--- src/rtl/ctrl_mc_param.sv ---
// rtl/ctrl_mc_param.sv - parametrised multicycle control unit
// Moore-style decode of estado qualified by opcode, zero, mem_ready and stack flags.

module ctrl_mc_param #(
   parameter int OPW         = 6,
   parameter int FW          = 6,
   parameter int MEM_WAIT    = 1,
   parameter int HALT_RESUME = 1,
   parameter int CNT_W       = 16
) (
   input  logic             clk,
   input  logic             reset,
   input  logic [OPW-1:0]   opcode,
   input  logic             zero,
   input  logic             enter,
   input  logic             mem_ready,
   input  logic             stk_full,
   input  logic             stk_empty,
   output logic [3:0]       estado,
   output logic             EscrevePC,
   output logic             EscreveRI,
   output logic             EscreveReg,
   output logic             EscreveMem,
   output logic             controleOUT,
   output logic             push,
   output logic             pop,
   output logic             mem_req,
   output logic             SelMuxMem,
   output logic             SelMuxReg1,
   output logic             SelMuxReg2,
   output logic             SelMuxUlaA,
   output logic             SelMuxIn,
   output logic [1:0]       SelMuxUlaB,
   output logic [1:0]       SelMuxPC,
   output logic [1:0]       OpULA,
   output logic             erro,
   output logic [CNT_W-1:0] instr_cnt
);

   if (OPW < 5 || FW < 1) begin : g_param_check
      $error("ctrl_mc_param: OPW must hold the ISA codes and FW must be non-zero");
   end

   typedef enum logic [3:0] {
      S_FETCH     = 4'd0,
      S_DECODE    = 4'd1,
      S_ADDR      = 4'd2,
      S_MEM_RD    = 4'd3,
      S_MEM_WB    = 4'd4,
      S_MEM_WR    = 4'd5,
      S_EXEC_R    = 4'd6,
      S_WB        = 4'd7,
      S_BR_ADDR   = 4'd8,
      S_JUMP      = 4'd9,
      S_BR_COMMIT = 4'd10,
      S_EXEC_I    = 4'd11,
      S_IN_WAIT   = 4'd12,
      S_IN_WB     = 4'd13,
      S_HALT      = 4'd14,
      S_UNUSED    = 4'd15
   } state_t;

   localparam logic [OPW-1:0]   OP_R   = OPW'('h00);
   localparam logic [OPW-1:0]   OP_BEQ = OPW'('h0A);
   localparam logic [OPW-1:0]   OP_BGT = OPW'('h0D);
   localparam logic [OPW-1:0]   OP_STI = OPW'('h0E);
   localparam logic [OPW-1:0]   OP_LDI = OPW'('h0F);
   localparam logic [OPW-1:0]   OP_STR = OPW'('h10);
   localparam logic [OPW-1:0]   OP_LDR = OPW'('h11);
   localparam logic [OPW-1:0]   OP_HLT = OPW'('h12);
   localparam logic [OPW-1:0]   OP_IN  = OPW'('h13);
   localparam logic [OPW-1:0]   OP_OUT = OPW'('h14);
   localparam logic [OPW-1:0]   OP_JMP = OPW'('h15);
   localparam logic [OPW-1:0]   OP_JAL = OPW'('h16);
   localparam logic [OPW-1:0]   OP_JST = OPW'('h17);
   localparam logic [CNT_W-1:0] CNT_MAX = '1;

   state_t           r_state;
   state_t           w_next;
   logic             r_erro;
   logic             r_enter_q;
   logic [CNT_W-1:0] r_cnt;
   logic             w_fault;
   logic             w_rdy;
   logic             w_enter_rise;
   logic             w_is_br;
   logic             w_is_load;
   logic             w_is_store;
   logic             w_is_imm_mem;

   assign w_rdy        = (MEM_WAIT != 0) ? mem_ready : 1'b1;
   assign w_enter_rise = enter & ~r_enter_q;
   assign w_is_br      = (opcode >= OP_BEQ) && (opcode <= OP_BGT);
   assign w_is_load    = (opcode == OP_LDI) || (opcode == OP_LDR);
   assign w_is_store   = (opcode == OP_STI) || (opcode == OP_STR);
   assign w_is_imm_mem = (opcode == OP_STI) || (opcode == OP_LDI);

   assign estado    = r_state;
   assign erro      = r_erro;
   assign instr_cnt = r_cnt;

   always_ff @(posedge clk or posedge reset) begin
      if (reset) begin
         r_state   <= S_FETCH;
         r_erro    <= 1'b0;
         r_enter_q <= 1'b0;
         r_cnt     <= '0;
      end else begin
         r_state   <= w_next;
         r_erro    <= r_erro | w_fault;
         r_enter_q <= enter;
         if (r_state == S_DECODE && r_cnt != CNT_MAX) begin
            r_cnt <= r_cnt + CNT_W'(1);
         end
      end
   end

   always_comb begin
      w_next      = r_state;
      w_fault     = 1'b0;
      EscrevePC   = 1'b0;
      EscreveRI   = 1'b0;
      EscreveReg  = 1'b0;
      EscreveMem  = 1'b0;
      controleOUT = 1'b0;
      push        = 1'b0;
      pop         = 1'b0;
      mem_req     = 1'b0;
      SelMuxMem   = 1'b0;
      SelMuxReg1  = 1'b0;
      SelMuxReg2  = 1'b0;
      SelMuxUlaA  = 1'b0;
      SelMuxIn    = 1'b0;
      SelMuxUlaB  = 2'b00;
      SelMuxPC    = 2'b00;
      OpULA       = 2'b00;
      case (r_state)
         S_FETCH: begin
            // Reset forces FETCH, so EscreveRI is the only enable that must be masked
            mem_req    = 1'b1;
            EscreveRI  = w_rdy & ~reset;
            SelMuxUlaB = 2'b01;
            OpULA      = 2'b01;
            SelMuxIn   = 1'b1;
            if (w_rdy) w_next = S_DECODE;
         end
         S_DECODE: begin
            EscrevePC   = (opcode != OP_HLT);
            SelMuxUlaB  = 2'b01;
            controleOUT = (opcode == OP_OUT);
            if (opcode == OP_OUT)                        w_next = S_FETCH;
            else if (opcode == OP_IN)                    w_next = S_IN_WAIT;
            else if (w_is_load || w_is_store)            w_next = S_ADDR;
            else if (opcode == OP_R)                     w_next = S_EXEC_R;
            else if (w_is_br)                            w_next = S_BR_ADDR;
            else if (opcode == OP_JMP || opcode == OP_JAL) w_next = S_JUMP;
            else if (opcode == OP_JST)                   w_next = S_BR_COMMIT;
            else if (opcode == OP_HLT)                   w_next = S_HALT;
            else                                         w_next = S_EXEC_I;
         end
         S_ADDR: begin
            SelMuxMem  = 1'b1;
            SelMuxUlaA = 1'b1;
            SelMuxUlaB = 2'b11;
            OpULA      = w_is_imm_mem ? 2'b11 : 2'b01;
            w_next     = w_is_load ? S_MEM_RD : S_MEM_WR;
         end
         S_MEM_RD: begin
            mem_req    = 1'b1;
            SelMuxMem  = 1'b1;
            SelMuxReg2 = 1'b1;
            if (w_rdy) w_next = S_MEM_WB;
         end
         S_MEM_WB: begin
            EscreveReg = 1'b1;
            SelMuxMem  = 1'b1;
            SelMuxReg2 = 1'b1;
            w_next     = S_FETCH;
         end
         S_MEM_WR: begin
            // Write strobe is held through wait cycles; memory commits on the rdy cycle
            mem_req    = 1'b1;
            EscreveMem = 1'b1;
            SelMuxMem  = 1'b1;
            SelMuxUlaA = 1'b1;
            OpULA      = 2'b11;
            if (w_rdy) w_next = S_FETCH;
         end
         S_EXEC_R: begin
            SelMuxReg1 = 1'b1;
            SelMuxUlaA = 1'b1;
            w_next     = S_WB;
         end
         S_WB: begin
            EscreveReg = 1'b1;
            SelMuxUlaA = 1'b1;
            if (opcode == OP_R) begin
               SelMuxReg1 = 1'b1;
               SelMuxUlaB = 2'b00;
            end else begin
               SelMuxUlaB = 2'b11;
            end
            w_next = S_FETCH;
         end
         S_BR_ADDR: begin
            SelMuxPC   = 2'b01;
            SelMuxUlaA = 1'b1;
            w_next     = S_BR_COMMIT;
         end
         S_JUMP: begin
            SelMuxUlaA = 1'b1;
            SelMuxUlaB = 2'b11;
            OpULA      = 2'b11;
            if (opcode == OP_JAL && stk_full) begin
               w_fault = 1'b1;
               w_next  = S_HALT;
            end else begin
               EscrevePC = 1'b1;
               push      = (opcode == OP_JAL);
               w_next    = S_FETCH;
            end
         end
         S_BR_COMMIT: begin
            OpULA  = 2'b11;
            w_next = S_FETCH;
            if (opcode == OP_JST) begin
               SelMuxPC = 2'b11;
               if (stk_empty) begin
                  w_fault = 1'b1;
                  w_next  = S_HALT;
               end else begin
                  EscrevePC = 1'b1;
                  pop       = 1'b1;
               end
            end else begin
               EscrevePC = zero;
               SelMuxPC  = 2'b10;
            end
         end
         S_EXEC_I: begin
            SelMuxUlaA = 1'b1;
            SelMuxUlaB = 2'b11;
            w_next     = S_WB;
         end
         S_IN_WAIT: begin
            SelMuxIn = 1'b1;
            if (w_enter_rise) w_next = S_IN_WB;
         end
         S_IN_WB: begin
            EscreveReg = 1'b1;
            SelMuxIn   = 1'b1;
            SelMuxReg2 = 1'b1;
            w_next     = S_FETCH;
         end
         S_HALT: begin
            if (HALT_RESUME != 0 && !r_erro && w_enter_rise) w_next = S_FETCH;
         end
         default: begin
            w_next = S_FETCH;
         end
      endcase
   end

endmodule

--- config.mk ---
export PLATFORM = sky130hd
export DESIGN_NAME = ctrl_mc_param
export DESIGN_NICKNAME = d
export VERILOG_FILES = /design/src/rtl/ctrl_mc_param.sv
export SDC_FILE = /design/constraint.sdc
export NUM_CORES = 1
export LEC_CHECK = 0
export CAP_MARGIN = 20
export CORE_ASPECT_RATIO = 1.5
export CORE_MARGIN = 3
export CORE_UTILIZATION = 42
export CTS_CLUSTER_SIZE = 30
export DETAILED_ROUTE_END_ITERATION = 16
export PLACE_DENSITY = 0.73
export SLEW_MARGIN = 20
export SYNTH_ARGS = -nofsm -noshare
export SYNTH_HDL_FRONTEND = slang
export SYNTH_SLANG_ARGS = --single-unit
--- constraint.sdc ---
create_clock -name clk -period 1.65 [get_ports clk]
set_input_delay 0.165 -clock clk [delete_from_list [all_inputs] [get_ports clk]]
set_output_delay 0.165 -clock clk [all_outputs]
set_load 0.02 [all_outputs]
==> out/metrics.cfg <==
[global_routing]
track_usage_pct = 27.21
grt_pass1_vias = 2315
antenna_found_initial = 0
grt_max_degree = 23
overflow = 0
grt_pass1_wl_mm = 10.45

[worst_setup_path]
critPathMaxFanout = 4
reg2regPathDepth = 7
cpMostUsedCell = buf_6
critPathBufInv = 2
worst_ep_arrival_time_ns = 2.24
crit_path_max_incr_delay_ns = 0.43
path_class = register to register
cp_cell_sequence = buf_6 -> buf_6 -> nor4b_4 -> nand2_2 -> nor4_4 -> nand3_1 -> xnor2_1
critPathSlowestCell = dfrtp_1
crit_required_ns = 1.82
critical_path.top_delay_family = simple AND/OR/NAND/NOR gates
cp.depth = 7
end_kind = register
start_kind = register

[logic_synthesis]
synth_fa_ha_area_share_pct = 0.7353
synth_xor_area_share_pct = 8.235
muxShareOfSynthArea_pct = 0.6618
ys_seq_area_share_pct = 32.35
syn_inst = 212
synth-simple-area-share_pct = 33.24
synth_top_family_by_area = simple AND/OR/NAND/NOR gates
netlist_area_um2 = 1702
syn-num-nets = 226
ys_types = 50
async_flop_share_pct = 100.0
synth-compound-area-share_pct = 19.93
yosys_warnings = 0
synth-seq-cells = 22
syn_avg_cell_area_um2 = 8.027
synth_enable_flop_cells = 0
synth_ff_type = dfrtp_1

[routing]
firstDrtPassIters = 5
wirelength_mm = 9.138
drt-wirelength-per-cell_um = 23.19
vias_per_cell = 6.279
drc = 0
vias = 2474
drt_iter0_drc = 170
ant_nets = 0

[sta]
max_freq_mhz = 483.3
setup-tns-final_ns = -7.869
hold_slack_ns = 0.3170
setup-violations-final = 38
layout_min_cycle_time_ns = 2.069
finalWorstSetupSlack_ns = -0.4190
rsz0062_at_grt = true
timing_hold_violations_final = 0
worstMarginPinSlew_ns = 0.4280
fin_skew_ns = 0.005589
slew_headroom_pct = 71.47
slew_violations = 0
period_share_pct = 125.4

[die]
dieHeight_um = 83.96
fp.coreArea_um2 = 3784
rows = 27
die_x_um = 57.97
ioPinCount = 53
dieArea_um2 = 4867
floorplan.initialDensity_pct = 44.97

[clock_network]
insertion_delay_ns = 0.26
clk_pin_slew_worst_paths_ns = 0.07
clock_path_buffers = 2
clock-root-buffer = clkbuf_8
htree_num_levels = 1
cts_hold_buf = 0
cts_sinks = 22
cts_buffers = 3
tritoncts = done

[cells_and_area]
area_growth_pct = 105.2
final_cells = 394
final_nets = 367
layout_commonest_cell = buf_4
utilization_pct = 92.30
layout-drive-gt1-share_pct = 54.42
stdcell_area_um2 = 3492
antennaDiodeCount = 0
final_cell_mix = buf_4 (77), buf_6 (40), clkdlybuf4s50_1 (24)

[placement]
gp_congestion = 0.8995
place_ws_ns = -0.7676
dp_cells = 367
dp.final_hpwl_mm = 4.385
io_buffers = 52
placed_area_um2 = 2836

[flow_run]
drv_cap = 0

[power]
finalPower_mw = 5.818
power.density_nw_per_um2 = 1666
p_leak_nw = 1.602
peakVddDrop_mv = 1.718

[hold_path]
hp-class = input pin to async pin

[status]
status = finished with violations
violations = negative setup slack

tightest hold or removal path, stage by stage:
cell and delay, ns:
clkdlybuf4s50_1 0.44, inv_1 0.07, buf_4 0.29
layer usage:
metal | routed length (um) | track usage [%] | vias to the layer above
met4 | 570 | 19.20 | 0
met2 | 4910 | 48.77 | 165
met3 | 521 | 3.251 | 58
met5 | 0 | 0 | -
met1 | 3136 | 27.79 | 1197
li1 | - | - | 1054
timing repair:
item / 4_1_cts / 5_1_grt
pin swaps: 27 / 27
endpoints found under the hold margin: 0 / 0
buffers inserted: 11 / 17
gates resized for setup: 151 / 79
endpoints found under the setup margin: 41 / 40
cell usage after synthesis (2+ instances only):
master	count	area share, %
nand3_1	12	3.5
nor2_1	16	3.5
or3_1	3	1.1
o21ai_0	14	4.1
xor2_1	5	2.6
nor3_1	8	2.4
nand3b_1	2	0.88
nand2b_1	7	2.6
a32o_1	2	1.2
or2_2	2	0.74
and3_1	4	1.5
o32ai_1	2	1.0
o32a_1	3	1.8
nand4_1	5	1.8
o2111ai_1	2	1.0
dfrtp_1	22	32
inv_1	7	1.5
nor2b_1	4	1.5
buf_2	3	0.88
nor4_1	3	1.1
clkbuf_1	7	1.5
nand2_1	24	5.3
a21oi_1	15	4.4
xnor2_1	11	5.7
o21a_1	3	1.3
o211ai_1	2	0.88
kinds of logic after synthesis:
family / count (synthesis)
AND/OR/NAND/NOR: 101
AO/OA/AOI/OAI: 52
flip-flops: 22
buffers and inverters: 19
XOR/XNOR: 16
multiplexers: 1
adder cells (fa/ha/maj): 1
path summary, 6_finish.rpt:
path	start	end	slack [ns]
setup reg to reg	estado[1]	instr_cnt[13]	-0.42
setup / recovery	estado[1]	instr_cnt[13]	-0.42
min in group clk	enter	r_enter_q	0.52
max in group asynchronous	reset	estado[3]	1.08
hold reg to reg	instr_cnt[15]	instr_cnt[15]	0.54
hold / removal	reset	instr_cnt[13]	0.32
registers in the layout (all words and copies together), names as in the netlist:
register / count
erro: 1
estado: 4
instr_cnt: 16
r_enter_q: 1
where the power goes:
group	leakage [nW]	internal [mW]	total (mW)	switching [mW]
Clock	0.0216	0.163	0.332	0.169
Combinational	1.29	2.31	4.71	2.40
Sequential	0.288	0.655	0.773	0.118
final cells by class:
cell class	instances	area (um2)
Sequential cell	22	554.3
Multi-Input combinational cell	171	1484
Tap cell	43	53.80
Fill cell	145	291.5
Timing Repair Buffer	148	1330
Inverter	7	28.78
Clock buffer	3	41.29
(Power assumes the default switching activity.)
